--- src/rtl/din_debounce_edge.sv ---
// din_debounce_edge
// Input conditioner for the ones-counting edge FSM. It synchronises a raw
// asynchronous input, debounces it, and emits a clean level plus single-cycle
// rise/fall pulses. rise_pulse feeds the downstream FSM's din, so each physical
// press is counted exactly once.
//
// Ports:
//   clk         in   1  single clock, all logic on posedge
//   reset       in   1  asynchronous active-high reset, clears all state
//   raw_in      in   1  asynchronous raw input (switch/pin)
//   enable      in   1  1 = filter active, 0 = freeze accepted level and abort checks
//   level_out   out  1  debounced level
//   rise_pulse  out  1  one-cycle pulse when level_out goes 0->1
//   fall_pulse  out  1  one-cycle pulse when level_out goes 1->0
//   glitch_cnt  out  8  saturating count of rejected glitches
//                       (present only when GLITCH_COUNT_EN is defined)
//
// Optional feature macro: GLITCH_COUNT_EN
//
// Parameters:
//   SYNC_STAGES      synchroniser depth, legal >= 2
//   DEBOUNCE_CYCLES  consecutive equal samples needed to accept a change, legal >= 1

module din_debounce_edge #(
  parameter int SYNC_STAGES     = 2,
  parameter int DEBOUNCE_CYCLES = 4
) (
  input  logic       clk,
  input  logic       reset,
  input  logic       raw_in,
  input  logic       enable,
  output logic       level_out,
  output logic       rise_pulse,
  output logic       fall_pulse
`ifdef GLITCH_COUNT_EN
  ,
  output logic [7:0] glitch_cnt
`endif
);

  localparam int CNT_W = $clog2(DEBOUNCE_CYCLES + 1);
  localparam logic [CNT_W-1:0] CNT_LAST = CNT_W'(DEBOUNCE_CYCLES - 1);
  localparam logic [CNT_W-1:0] CNT_ONE  = CNT_W'(1);

  localparam logic [1:0] STABLE_LO = 2'd0;
  localparam logic [1:0] CHK_HI    = 2'd1;
  localparam logic [1:0] STABLE_HI = 2'd2;
  localparam logic [1:0] CHK_LO    = 2'd3;

  logic [SYNC_STAGES-1:0] sync_ff;
  logic                   sync_q;
  logic [1:0]             state, state_d;
  logic [CNT_W-1:0]       cnt, cnt_d;
  logic                   level_d, rise_d, fall_d;
`ifdef GLITCH_COUNT_EN
  logic                   glitch_evt;
`endif

  // Synchroniser runs regardless of enable so that re-enabling never acts on
  // a stale, possibly metastable sample.
  always_ff @(posedge clk or posedge reset) begin
    if (reset) sync_ff <= '0;
    else       sync_ff <= {sync_ff[SYNC_STAGES-2:0], raw_in};
  end

  assign sync_q = sync_ff[SYNC_STAGES-1];

  // Debounce FSM next-state logic. The sample that moves a STABLE state into
  // its CHK state already counts as the first agreeing sample, which is why
  // the check completes when cnt reaches DEBOUNCE_CYCLES-1.
  always_comb begin
    state_d = state;
    cnt_d   = cnt;
    level_d = level_out;
    rise_d  = 1'b0;
    fall_d  = 1'b0;
`ifdef GLITCH_COUNT_EN
    glitch_evt = 1'b0;
`endif
    case (state)
      STABLE_LO: begin
        cnt_d = '0;
        if (enable && sync_q) begin
          if (DEBOUNCE_CYCLES == 1) begin
            state_d = STABLE_HI;
            level_d = 1'b1;
            rise_d  = 1'b1;
          end else begin
            state_d = CHK_HI;
            cnt_d   = CNT_ONE;
          end
        end
      end
      CHK_HI: begin
        if (!enable) begin
          state_d = STABLE_LO;
          cnt_d   = '0;
        end else if (!sync_q) begin
          state_d = STABLE_LO;
          cnt_d   = '0;
`ifdef GLITCH_COUNT_EN
          glitch_evt = 1'b1;
`endif
        end else if (cnt == CNT_LAST) begin
          state_d = STABLE_HI;
          cnt_d   = '0;
          level_d = 1'b1;
          rise_d  = 1'b1;
        end else begin
          cnt_d = cnt + CNT_ONE;
        end
      end
      STABLE_HI: begin
        cnt_d = '0;
        if (enable && !sync_q) begin
          if (DEBOUNCE_CYCLES == 1) begin
            state_d = STABLE_LO;
            level_d = 1'b0;
            fall_d  = 1'b1;
          end else begin
            state_d = CHK_LO;
            cnt_d   = CNT_ONE;
          end
        end
      end
      CHK_LO: begin
        if (!enable) begin
          state_d = STABLE_HI;
          cnt_d   = '0;
        end else if (sync_q) begin
          state_d = STABLE_HI;
          cnt_d   = '0;
`ifdef GLITCH_COUNT_EN
          glitch_evt = 1'b1;
`endif
        end else if (cnt == CNT_LAST) begin
          state_d = STABLE_LO;
          cnt_d   = '0;
          level_d = 1'b0;
          fall_d  = 1'b1;
        end else begin
          cnt_d = cnt + CNT_ONE;
        end
      end
      default: begin
        state_d = STABLE_LO;
        cnt_d   = '0;
        level_d = 1'b0;
      end
    endcase
  end

  // All FSM outputs are registered so downstream logic sees glitch-free pulses.
  always_ff @(posedge clk or posedge reset) begin
    if (reset) begin
      state      <= STABLE_LO;
      cnt        <= '0;
      level_out  <= 1'b0;
      rise_pulse <= 1'b0;
      fall_pulse <= 1'b0;
    end else begin
      state      <= state_d;
      cnt        <= cnt_d;
      level_out  <= level_d;
      rise_pulse <= rise_d;
      fall_pulse <= fall_d;
    end
  end

`ifdef GLITCH_COUNT_EN
  // Rejected-glitch counter saturates rather than wrapping so a noisy pin
  // never appears clean after overflow.
  always_ff @(posedge clk or posedge reset) begin
    if (reset) begin
      glitch_cnt <= 8'd0;
    end else if (glitch_evt && (glitch_cnt != 8'hFF)) begin
      glitch_cnt <= glitch_cnt + 8'd1;
    end
  end
`endif

endmodule

--- config.mk ---
export PLATFORM = sky130hd
export DESIGN_NAME = din_debounce_edge
export DESIGN_NICKNAME = d
export VERILOG_FILES = /design/src/rtl/din_debounce_edge.sv
export SDC_FILE = /design/constraint.sdc
export NUM_CORES = 1
export LEC_CHECK = 0
export BUFFER_PORTS_ARGS = -buffer_cell sky130_fd_sc_hd__buf_2
export CAP_MARGIN = 10
export CORE_AREA = 2 2 39 41
export DETAILED_ROUTE_END_ITERATION = 12
export DIE_AREA = 0 0 41 43
export HOLD_SLACK_MARGIN = 0.15
export PLACE_DENSITY = 0.52
export SLEW_MARGIN = 20
export SYNTH_ARGS = -nofsm -noshare
export SYNTH_HDL_FRONTEND = slang
export SYNTH_SLANG_ARGS = --single-unit
--- constraint.sdc ---
create_clock -name clk -period 1.5 [get_ports clk]
set_input_delay 0.3 -clock clk [delete_from_list [all_inputs] [get_ports clk]]
set_output_delay 0.3 -clock clk [all_outputs]
set_load 0.1 [all_outputs]
* Yosys cells after proc, flatten, opt, wreduce, memory -nomap -nowiden *
Index checks and enable logic that the tools add are counted.

storage, ports and cells
  flip-flop bits (word level) = 10
  input bits = 4
  output and inout bits = 3
  word-level logic and storage cells = 59

cells by class
  add/subtract/negate cells = 1
  equality and inequality tests = 14
  muxes and demuxes = 31
  reduce and logical (&&, ||, !) cells = 7

operators with widths
  kind                                                              number
  2-bit 2-to-1 mux                                                  8
  2-bit != test (second input constant)                             8
  1-bit 2-to-1 mux                                                  15
  3-bit 2-to-1 mux                                                  5
  3-bit one-hot mux with 4 select lines                             1
  4-bit != test (second input constant)                             2
  2-bit one-hot mux with 4 select lines                             1
  7-bit AND reduction                                               1
  2-bit == test (second input constant)                             2
  4-bit AND reduction                                               1
  3-bit by 1-bit adder with 3-bit output (second input constant)    1
  3-bit by 2-bit == test with 1-bit output (second input constant)  1
  2-bit by 1-bit == test with 1-bit output (second input constant)  1
  1-bit logical AND                                                 2
  2-bit zero test                                                   1
  1-bit one-hot mux with 2 select lines                             1
  2-bit nonzero test                                                1
  1-bit zero test                                                   1

* Longest topological paths before layout *
  depth in word-level cells = 5
  mapped depth = 4
  gate-level depth less buffers = 4

* Worst setup path before layout *
OpenSTA, ideal clock, no wires.

  kind = reg2reg
  start point = register level_out (netlist name)
  end point = register level_out
  setup time = 0.079 ns
  arrival time = 1.265 ns
  required time = 1.421 ns
  setup slack = 0.157 ns
  cell stages (with the launch flop) = 3
  buffers on the path = 0
  period minus slack after synthesis = 1.343 ns
  path through = dfrtp_1 > o21ai_0 > a21oi_1

RTL lines
  item                  RTL line  RTL
  end signal, assigned  164       level_out <= level_d;
  end, declared         32        output logic level_out,

* Worst setup path after layout *
  start point = register level_out
  end point = output level_out

No word-level cell between the ends.

==> impl_metrics.ini <==
[worst_setup_path]
crit_type = reg2out
cp_max_fo = 3
critPathBufInv = 1
setup.worst_path.start_class = register
path_cells = buf_2
crit_family = buffers and inverters
worstPathRequired_ns = 1.20
critical_path_arrival_ns = 1.04
crit_path_top_delay_cell = buf_2
cpPeakStageDelay_ns = 0.43
cp-end-kind = output pin

[routing]
drc = 0
postRouteAntennaNets = 0
dr.max_layer_used = met3
via_per_inst = 4.793
drtIter0Drc = 8
wl_um = 630
drtPass1Iterations = 4
wire_per_inst_um = 10.86
dr_wl_met3_um = 37
wl_met1_um = 260
dr_total_vias = 278
dr_wl_met2_um = 332

[run]
maxCapViolations = 0

[power]
power_frac_clock_pct = 35.3
power_uw = 476.8
p_leak_uw = 0.0002455
p_switching_uw = 97.88
seqPwrFrac_pct = 59.2
sw_frac_of_total_pct = 20.53
vdd_drop_max_mv = 0.3460
power_frac_comb_pct = 5.6
power_density_mw_per_mm2 = 982.2
p_int_uw = 378.9

[floorplanning]
rows = 14
start_util_pct = 28.39
die_w_um = 41
die_y_um = 43
ioPinCount = 7
coreArea_mm2 = 0.001384
die-area_mm2 = 0.001763

[clock_network]
cts_inserted_buffers = 3
cts-resized-gates = 0
root_buffer = clkbuf_4
cts_sinks = 10
clock_latency_ns = 0.25
htreeDepth = 1
cts_tree = yes
clk_pin_slew_ns = 0.06
clockBufferDepth = 2

[timing]
finalHoldViolCount = 0
fin_setup_tns_ns = 0
worstMarginPinSlew_ns = 0.4837
relSlewSlack_pct = 67.98
min_period_ns = 1.339
slew_viol_final = 0
fmax_mhz = 746.9
setup_violations = 0
fin_skew_ns = 0.001082
rsz0062_at_grt = no
post-route-period-util_pct = 89.26

[finish]
fin_util_pct = 35.08
drive_gt1_share_pct = 28.57
nets = 49
multi_input_area_um2 = 138.9
fill_cells = 145
syn_to_final_growth_pct = 23.57
regArea_um2 = 250.2
n_antenna_cell = 0

[global_routing]
overflow = 0
grt_pass1_wl_um = 1035
grt_max_degree = 11
grt_pass1_vias = 272
grt_usage_pct = 9.684
antenna_found_initial = 0

[synthesis]
ys_seq_elements = 10
yosysTopAreaCell = dfrtp_1
synthTopCellsByArea = dfrtp_1, nor3b_2, a21oi_1, nand2_1, ha_1
synth-seq-area-share_pct = 63.69
syn_avg_cell_area_um2 = 12.67
syn-cell-area_um2 = 392.9
ys_types = 15
yosys_warnings = 0
syn_inst = 31
synth_top_area_share_pct = 63.69
synth_nets = 36

[placed_design]
hpwl_um = 457.4
place.gp.congestion = 0.6920
io_buffers = 6

[min_path]
hold_class = reg2reg

[status]
outcome = finished, final reports clean
## Yosys cell counts (all sizes together)
| library cell | n |
|---|---|
| dfrtp | 10 |
| nand2 | 4 |
| a21oi | 3 |
| nor3b | 3 |
| nor2 | 2 |
| and4b | 1 |
| ha | 1 |
| inv | 1 |
| nand3 | 1 |
| nand4b | 1 |
| nor2b | 1 |
| o21a | 1 |
| o21ai | 1 |
| xor2 | 1 |
## layout by cell type, fill, tap and decap left out
cell / n
dlygate4sd3_1: 2
and4b_1: 1
nor2_1: 2
nor3b_2: 2
buf_2: 6
clkbuf_4: 3
o21a_1: 1
a21oi_1: 3
nand2_1: 4
nor2b_1: 1
nand4b_1: 1
inv_1: 1
dfrtp_1: 10
ha_1: 1
xor2_1: 1
nand3_2: 1
nor3b_1: 1
o21ai_0: 1
## layout make-up
class / instances / share of cell area [%]
Sequential cell: 10 / 51.55
Clock buffer: 3 / 4.639
Tap cell: 16 / 4.124
Timing Repair Buffer: 8 / 10.31
Inverter: 1 / 0.7732
Multi-Input combinational cell: 20 / 28.61
## metrics by stage
step / hold slack (ns) / setup slack (ns) / area [um2] / std cells
after floorplan: 0.1402 / 0.1567 / 392.9 / 31
after global placement: 0.2835 / 0.3833 / 442.9 / 53
after detailed placement: 0.2935 / 0.3508 / 442.9 / 53
after CTS: 0.3433 / 0.1435 / 485.5 / 58
after global routing: 0.3453 / 0.09236 / 485.5 / 58
final: 0.3524 / 0.1612 / 485.5 / 58
## registers in the layout, indices dropped and copies added, names as in the netlist
signal and cells:
cnt 3, state 2, sync_ff 2, fall_pulse 1
level_out 1, rise_pulse 1
## metal layers
layer  GRT usage, %  up-vias
met1          8.446      139
met5              0        -
met3          7.853        0
met2          15.31        9
li1               -      130
met4          4.000        0
## final timing paths
kind                                  from    endpoint  slack, ns  depth (start not counted)
worst max-delay path             level_out   level_out       0.16                          1
worst min-delay path            sync_ff[0]  sync_ff[1]       0.35                          0
worst max register to register      cnt[0]   level_out       0.34                          4
worst min register to register  sync_ff[0]  sync_ff[1]       0.35                          0
max in group asynchronous            reset    state[1]       0.67                          3
min in group asynchronous            reset  fall_pulse       0.56                          3
## logic make-up after synthesis
| kind of cell | count (synthesis) | synth area share, % |
|---|---|---|
| AND/OR/NAND/NOR | 13 | 22.93 |
| buffers and inverters | 1 | 0.9545 |
| XOR/XNOR | 1 | 2.230 |
| adder cells (fa/ha/maj) | 1 | 3.184 |
| AO/OA/AOI/OAI | 5 | 7.005 |
| flip-flops | 10 | 63.69 |
## power by group through the flow
stage | clock network, uW | logic (uW) | registers (uW)
3_5_place_dp | 0 | 22.4 | 287
5_1_grt | 195 | 29.4 | 283
3_3_place_gp | 0 | 21.8 | 287
2_1_floorplan | 0 | 11.6 | 288
4_1_cts | 180 | 27.0 | 282
6_report | 168 | 26.5 | 282
## repair_timing
| item | in CTS | in global routing |
|---|---|---|
| hold buffers | 2 | 0 |
| endpoints found under the hold margin | 11 | 0 |
| buffers inserted | 0 | 0 |
(Power assumes the default switching activity.)
